$ cat src/rtl/sm83_mem_pkg.sv
// Shared definitions for the SM83 work-RAM subsystem: default widths,
// requester ids and arbiter priority states.
package sm83_mem_pkg;

  localparam int unsigned DefAddrW = 13;
  localparam int unsigned DefDataW = 8;

  typedef enum logic {
    ReqCpu = 1'b0,
    ReqVid = 1'b1
  } req_id_e;

  typedef enum logic {
    PrioVid = 1'b0,
    PrioCpu = 1'b1
  } prio_e;

endpackage

$ cat src/rtl/sram_rd_pipe.sv
// Two-stage read-return tracker: carries the issuing port's id alongside the
// SRAM's one-cycle read latency and raises that port's valid strobe.
module sram_rd_pipe
  import sm83_mem_pkg::*;
(
  input  logic    clk_i,
  input  logic    rst_ni,
  input  logic    issue_i,
  input  req_id_e id_i,
  output logic    cpu_rvalid_o,
  output logic    vid_rvalid_o
);

  logic    s1_valid_q;
  req_id_e s1_id_q;
  logic    cpu_rvalid_q, cpu_rvalid_d;
  logic    vid_rvalid_q, vid_rvalid_d;

  always_comb begin
    cpu_rvalid_d = s1_valid_q && (s1_id_q == ReqCpu);
    vid_rvalid_d = s1_valid_q && (s1_id_q == ReqVid);
  end

  always_ff @(posedge clk_i or negedge rst_ni) begin
    if (!rst_ni) begin
      s1_valid_q   <= 1'b0;
      s1_id_q      <= ReqCpu;
      cpu_rvalid_q <= 1'b0;
      vid_rvalid_q <= 1'b0;
    end else begin
      s1_valid_q   <= issue_i;
      s1_id_q      <= id_i;
      cpu_rvalid_q <= cpu_rvalid_d;
      vid_rvalid_q <= vid_rvalid_d;
    end
  end

  assign cpu_rvalid_o = cpu_rvalid_q;
  assign vid_rvalid_o = vid_rvalid_q;

endmodule

$ cat src/rtl/sram_arbiter.sv
// Two-port arbiter for the single-port work SRAM: video has priority, but a
// streak counter hands the CPU one slot after VidBurstMax back-to-back video grants.
module sram_arbiter
  import sm83_mem_pkg::*;
#(
  parameter int unsigned AddrW       = sm83_mem_pkg::DefAddrW,
  parameter int unsigned DataW       = sm83_mem_pkg::DefDataW,
  parameter int unsigned VidBurstMax = 4
) (
  input  logic             clk_i,
  input  logic             rst_ni,
  input  logic             cpu_req_i,
  input  logic             cpu_we_i,
  input  logic [AddrW-1:0] cpu_addr_i,
  input  logic [DataW-1:0] cpu_wdata_i,
  output logic             cpu_gnt_o,
  output logic             cpu_rvalid_o,
  output logic [DataW-1:0] cpu_rdata_o,
  input  logic             vid_req_i,
  input  logic             vid_we_i,
  input  logic [AddrW-1:0] vid_addr_i,
  input  logic [DataW-1:0] vid_wdata_i,
  output logic             vid_gnt_o,
  output logic             vid_rvalid_o,
  output logic [DataW-1:0] vid_rdata_o,
  output logic [AddrW-1:0] sram_address_o,
  output logic [DataW-1:0] sram_data_o,
  input  logic [DataW-1:0] sram_q_i,
  output logic             sram_wren_o
);

  localparam logic [3:0] StreakMax = 4'(VidBurstMax);

  prio_e            prio_q, prio_d;
  logic [3:0]       streak_q, streak_d;
  logic [AddrW-1:0] addr_q, addr_d;
  logic [DataW-1:0] data_q, data_d;
  logic             wren_q, wren_d;
  logic             cpu_gnt, vid_gnt, cpu_xfer, vid_xfer, rd_issue;
  req_id_e          rd_id;

  // Grants see only REQs and the priority register; held low during reset.
  always_comb begin
    cpu_gnt = 1'b0;
    vid_gnt = 1'b0;
    if (rst_ni) begin
      if (prio_q == PrioCpu) begin
        cpu_gnt = cpu_req_i;
        vid_gnt = vid_req_i && !cpu_req_i;
      end else begin
        vid_gnt = vid_req_i;
        cpu_gnt = cpu_req_i && !vid_req_i;
      end
    end
  end

  assign cpu_xfer = cpu_req_i && cpu_gnt;
  assign vid_xfer = vid_req_i && vid_gnt;

  always_comb begin
    prio_d   = prio_q;
    streak_d = streak_q;
    if (cpu_xfer || !cpu_req_i) begin
      streak_d = 4'd0;
    end else if (vid_xfer) begin
      streak_d = streak_q + 4'd1;
      if (streak_d == StreakMax) begin
        prio_d = PrioCpu;
      end
    end
    if (cpu_xfer) begin
      prio_d = PrioVid;
    end
  end

  always_comb begin
    addr_d   = addr_q;
    data_d   = data_q;
    wren_d   = 1'b0;
    rd_issue = 1'b0;
    rd_id    = ReqCpu;
    if (vid_xfer) begin
      addr_d   = vid_addr_i;
      data_d   = vid_wdata_i;
      wren_d   = vid_we_i;
      rd_issue = !vid_we_i;
      rd_id    = ReqVid;
    end else if (cpu_xfer) begin
      addr_d   = cpu_addr_i;
      data_d   = cpu_wdata_i;
      wren_d   = cpu_we_i;
      rd_issue = !cpu_we_i;
    end
  end

  always_ff @(posedge clk_i or negedge rst_ni) begin
    if (!rst_ni) begin
      prio_q   <= PrioVid;
      streak_q <= 4'd0;
      addr_q   <= '0;
      data_q   <= '0;
      wren_q   <= 1'b0;
    end else begin
      prio_q   <= prio_d;
      streak_q <= streak_d;
      addr_q   <= addr_d;
      data_q   <= data_d;
      wren_q   <= wren_d;
    end
  end

  sram_rd_pipe u_rd_pipe (
    .clk_i        (clk_i),
    .rst_ni       (rst_ni),
    .issue_i      (rd_issue),
    .id_i         (rd_id),
    .cpu_rvalid_o (cpu_rvalid_o),
    .vid_rvalid_o (vid_rvalid_o)
  );

  assign cpu_gnt_o      = cpu_gnt;
  assign vid_gnt_o      = vid_gnt;
  assign cpu_rdata_o    = sram_q_i;
  assign vid_rdata_o    = sram_q_i;
  assign sram_address_o = addr_q;
  assign sram_data_o    = data_q;
  assign sram_wren_o    = wren_q;

endmodule

$ cat config.mk
export PLATFORM = sky130hd
export DESIGN_NAME = sram_arbiter
export DESIGN_NICKNAME = d
export VERILOG_FILES = /design/src/rtl/sm83_mem_pkg.sv /design/src/rtl/sram_rd_pipe.sv /design/src/rtl/sram_arbiter.sv
export SDC_FILE = /design/constraint.sdc
export NUM_CORES = 1
export LEC_CHECK = 0
export ABC_AREA = 1
export CORE_MARGIN = 2
export CORE_UTILIZATION = 35
export DETAILED_ROUTE_END_ITERATION = 8
export PLACE_DENSITY = 0.77
export SETUP_SLACK_MARGIN = 0.05
export SYNTH_ARGS = -nofsm -noshare
export SYNTH_HDL_FRONTEND = slang
export SYNTH_SLANG_ARGS = --single-unit
$ cat constraint.sdc
create_clock -name clk_i -period 1 [get_ports clk_i]
set_input_delay 0.2 -clock clk_i [delete_from_list [all_inputs] [get_ports clk_i]]
set_output_delay 0.2 -clock clk_i [all_outputs]
set_load 0.01 [all_outputs]
# --- After elaboration in Yosys (flattened, before gate mapping) ---
# Index checks and enable logic that the tools add are counted.
totals:
  inputBits: 56
  n_memories: 0
  latchBits: 0
  register_bits: 31
  mem_bits_ro: 0
  mem_bits_rw: 0
  wordCells: 47
classes:
  n_bitwise: 1
  eq_ne: 2
  n_div: 0
  multipliers: 0
  n_reduce_logical: 15
  n_addsub: 1
  magnitude_cmp: 0
  n_shift: 0
  mux: 19
ops:
  columns: ["cell", "count"]
  rows:
  - ["two-way mux 13 bit", 2]
  - ["two-way mux 8 bit", 2]
  - ["two-way mux 1 bit", 13]
  - ["two-way mux 4 bit", 2]
  - ["logical AND 1 bit", 6]
  - ["nonzero test 2 bit", 3]
  - ["adder 4 x 1 -> 4 bit (second input constant)", 1]
  - ["equality test 4 x 3 -> 1 bit (second input constant)", 1]
  - ["zero test 1 bit", 4]
  - ["AND reduction 3 bit", 1]
  - ["!= test 2 bit (second input constant)", 1]
  - ["logical OR 1 bit", 1]
  - ["inverter 1 bit", 1]

# --- Logic depth before layout (Yosys ltp) ---
# Gate-level depths: netlist of the first run.
logic_depth:
  depth_word: 8
  depth_mapped: 7
  ltp_nobuf: 6

# --- By module ---
# Synthesis of the first run repeated with hierarchy kept, for this count alone.
unflattened:
  cells_unflattened: 254
  area_unflattened_um2: 1808.0
modules_own_cells:
  columns: ["mod", "area_each_um2", "instances", "cells_each"]
  rows:
  - ["sram_arbiter", 1690.4, 1, 246]
  - ["sram_rd_pipe", 117.6, 1, 8]

# --- Worst setup path before layout of the first run ---
# Ideal clock, no wire load.
synth_timing:
  path_type: "flip-flop to output port"
  startpoint: "reg prio_q"
  endpoint: "out vid_gnt_o"
  stages_incl_launch_ff: 5
  arrival_ns: 0.811
  n_path_buf: 1
  path_slack_ns: -0.011
  required_ns: 0.800
  path_cell_list: "dfrtp_1 nand2_1 nand2_2 buf_6 inv_1"
synth_via:
  elab_chain_cells: 2
synth_lines:
  columns: ["item", "line_no", "text"]
  rows:
  - ["start, declared", "sram_arbiter.sv:34", "prio_e prio_q, prio_d;"]
  - ["start signal, assigned", "sram_arbiter.sv:98", "prio_q <= PrioVid;"]
  - ["start signal, assigned", "sram_arbiter.sv:104", "prio_q <= prio_d;"]
  - ["two-way mux 1 bit", "sram_arbiter.sv:47", "if (prio_q == PrioCpu) begin"]
  - ["two-way mux 1 bit", "sram_arbiter.sv:46", "if (rst_ni) begin"]
  - ["end, declared", "sram_arbiter.sv:23", "output logic vid_gnt_o,"]
# No other way between the ends.

# --- Final worst setup path of the first run ---
# Ends and elaborated chain as after synthesis.

==> impl_metrics.env, run 1 <==
export IMPL_hold_viol=30
export IMPL_status="complete, but fails checks"
export IMPL_routed_wirelength_um=5801
export IMPL_grt_pass1_vias=1867
export IMPL_htreeDepth=2
export IMPL_first_pass_iters=4
export IMPL_worst_setup_path_end_kind="primary output"
export IMPL_vias_per_cell=4.540
export IMPL_place_congestion=0.8238
export IMPL_antenna_found_initial=0
export IMPL_core_area_um2=5010
export IMPL_hpwl_um=3185
export IMPL_vias=1907
export IMPL_drcViolationCount=0
export IMPL_ys_seq_area_frac=0.4342
export IMPL_rsz0062_at_grt="yes"
export IMPL_cts_tree="done"
export IMPL_die_h_um=75.45
export IMPL_grt_max_degree=31
export IMPL_synth_seq_cells=31
export IMPL_crit_fanout=3
export IMPL_track_usage=0.2111
export IMPL_finalMaxSlewViolations=0
export IMPL_synth_warnings=0
export IMPL_cts_made_buffers=5
export IMPL_wl_per_cell_um=13.81
export IMPL_pwr_share_clk=0.332
export IMPL_post_place_ws_ps=-729.2
export IMPL_crit_type="reg -> out"
export IMPL_cts_clk_slew_worst_paths_ps=60
export IMPL_ios=98
export IMPL_clk_path_buf_depth=2
export IMPL_max_freq_mhz=770.3
export IMPL_setup_viol=47
export IMPL_fp_dieW_um=75.45
export IMPL_clock_skew_ps=8.597
export IMPL_synth_nets=311
export IMPL_p_leak_nw=1.750
export IMPL_ir_drop_mv=0.9953
export IMPL_syn_area_per_cell_um2=7.034
export IMPL_rows=26
export IMPL_synth_distinct_cells=15
export IMPL_violations="hold timing, setup timing"
export IMPL_die_area_um2=5693
export IMPL_worstMarginPinSlew_ps=393.1
export IMPL_seq_power_share=0.370
export IMPL_relSlewSlack=0.7375
export IMPL_powerDensity_nw_per_um2=1196
export IMPL_crit_path_start_kind="flip-flop"
export IMPL_netSwitchingPower_mw=1.131
export IMPL_slowest_stage="dfrtp_1"
export IMPL_synth_cells=254
export IMPL_syn_to_final_growth_pct=85.50
export IMPL_cp_cell_sequence="nand2_2 > nand2_4 > inv_2 > buf_6"
export IMPL_netlist_area_um2=1787
export IMPL_nets=406
export IMPL_num_antenna_cells=0
export IMPL_required_ps=800
export IMPL_switching_share=0.2854
export IMPL_clk_latency_ps=290
export IMPL_drt_iter0_drc=105
export IMPL_drive_above_1_share=0.4343
export IMPL_antenna_left=0
export IMPL_fin_crit_sh=1.298
export IMPL_hold_class="in -> async"
export IMPL_max_cap_viol_count=0
export IMPL_portBuffers=73
export IMPL_crit_arrival_ps=1100
export IMPL_p_comb_frac=0.298
export IMPL_whs_ps=-19.22
export IMPL_grt_overflow=0
export IMPL_worst_slack_ps=-298.2
export IMPL_grt_pass1_wl_um=8921
export IMPL_clock_sinks=31
export IMPL_initial_core_util=0.3566
export IMPL_cts_root_buf="clkbuf_8"
export IMPL_internal_power_mw=2.833
export IMPL_period_needed_ps=1298
export IMPL_slowest_delay_ps=430
## metal layers
layer,part of all wire,routed length [µm],GRT usage,vias to the layer above
met2,0.55,3199,0.3614,58
li1,-,-,-,931
met4,0.014,83,0.08577,0
met3,0.050,288,0.04365,12
met1,0.38,2230,0.2594,906
met5,0,0,0,-
## stage by stage
stage	TNS [ps]	area [µm²]	power [mW]	utilization	std cells
global placement	-16420	2542	2.420	0.5075	388
floorplan	0	1789	1.892	-	254
CTS	-4978	3072	3.766	0.6131	411
global route	-7715	3314	4.147	0.6616	420
finish	-5296	3314	3.964	0.6616	420
detailed placement	-17230	2542	2.437	0.5075	388
## Yosys cell counts
| library cell | count | share of area |
|---|---|---|
| nand2_1 | 84 | 0.18 |
| inv_1 | 53 | 0.11 |
| nand3_1 | 44 | 0.12 |
| dfrtp_1 | 31 | 0.43 |
| buf_4 | 18 | 0.076 |
| buf_2 | 6 | 0.017 |
| nor2_1 | 4 | 0.0084 |
| o21ai_0 | 3 | 0.0084 |
| buf_6 | 2 | 0.013 |
| inv_2 | 2 | 0.0042 |
| nand2_2 | 2 | 0.0070 |
| nand4_1 | 2 | 0.0070 |
| ha_1 | 1 | 0.0070 |
| o21ai_1 | 1 | 0.0028 |
| xnor2_1 | 1 | 0.0049 |
## flip-flops by register name, indices dropped and copies added, names as in the netlist
name,count
prio_q,1
sram_address_o,13
sram_data_o,8
sram_wren_o,1
streak_q,4
u_rd_pipe.cpu_rvalid_o,1
u_rd_pipe.s1_id_q,1
u_rd_pipe.s1_valid_q,1
u_rd_pipe.vid_rvalid_o,1
## worst paths after layout
path | slack (ps) | from | end | depth (start not counted)
worst max-delay path | -300 | prio_q | vid_gnt_o | 4
worst min-delay path | -20 | rst_ni | sram_data_o[4] | 2
worst max register to register | -260 | prio_q | sram_data_o[5] | 7
worst min register to register | 430 | u_rd_pipe.s1_id_q | u_rd_pipe.cpu_rvalid_o | 1
max in group asynchronous | 530 | rst_ni | prio_q | 3
min in group clk_i | 370 | rst_ni | sram_wren_o | 5
## area by class of cell
type                    instances  area [µm²]
inverters                      55       209.0
well taps                      70       87.58
multi-input cells             142        1023
flip-flops and latches         31       777.0
clock inverters                 2       35.03
repair buffers                114        1100
fillers                       405        1695
clock buffers                   6       82.58
## cell families (layout without fill, tap and decap cells)
| group | count (synthesis) | after routing | synth area share |
|---|---|---|---|
| AO/OA/AOI/OAI | 4 | 4 | 0.01120 |
| adder cells (fa/ha/maj) | 1 | 1 | 0.007002 |
| AND/OR/NAND/NOR | 136 | 136 | 0.3221 |
| flip-flops | 31 | 31 | 0.4342 |
| XOR/XNOR | 1 | 1 | 0.004903 |
| buffers and inverters | 81 | 177 | 0.2206 |
## power by group through the flow
| stage | logic [mW] | registers, mW | clock network, mW |
|---|---|---|---|
| 2_1_floorplan | 0.348 | 1.54 | 0 |
| 3_3_place_gp | 0.940 | 1.48 | 0 |
| 3_5_place_dp | 0.953 | 1.48 | 0 |
| 4_1_cts | 0.993 | 1.46 | 1.31 |
| 5_1_grt | 1.28 | 1.48 | 1.38 |
| 6_report | 1.18 | 1.47 | 1.32 |
## cell usage in the layout, fill, tap and decap left out, drive strengths merged
master / n
nand4: 2
xnor2: 1
ha: 1
nand2: 86
inv: 55
nor2: 4
dlygate4sd3: 1
buf: 67
clkdlybuf4s50: 44
dfrtp: 31
clkinv: 1
clkbuf: 6
nand3: 44
bufinv: 1
o21ai: 4
dlygate4sd2: 2
## worst max-delay path: cells and delay by family (launching register included)
kind	cells	cell delay, ps
buffers and inverters	2	170
flip-flops	1	430
AND/OR/NAND/NOR	2	210
## timing repair
item / in CTS / in global routing
setup buffers: 8 / 13
pin swaps: 42 / 35
endpoints found under the setup margin: 55 / 55
cloned: 6 / 0
resized for setup: 179 / 53
endpoints found under the hold margin: 1 / 0
hold buffers: 1 / 0
No activity file was read; power rests on OpenSTA's default activity.
==> run 2, diff against run 1 <==
Settings changed: GPL_ROUTABILITY_DRIVEN from default to 0, SLEW_MARGIN from default to 15.
==> results of run 2 <==
No change in the layout: final DEF, timing and power equal those of run 1.
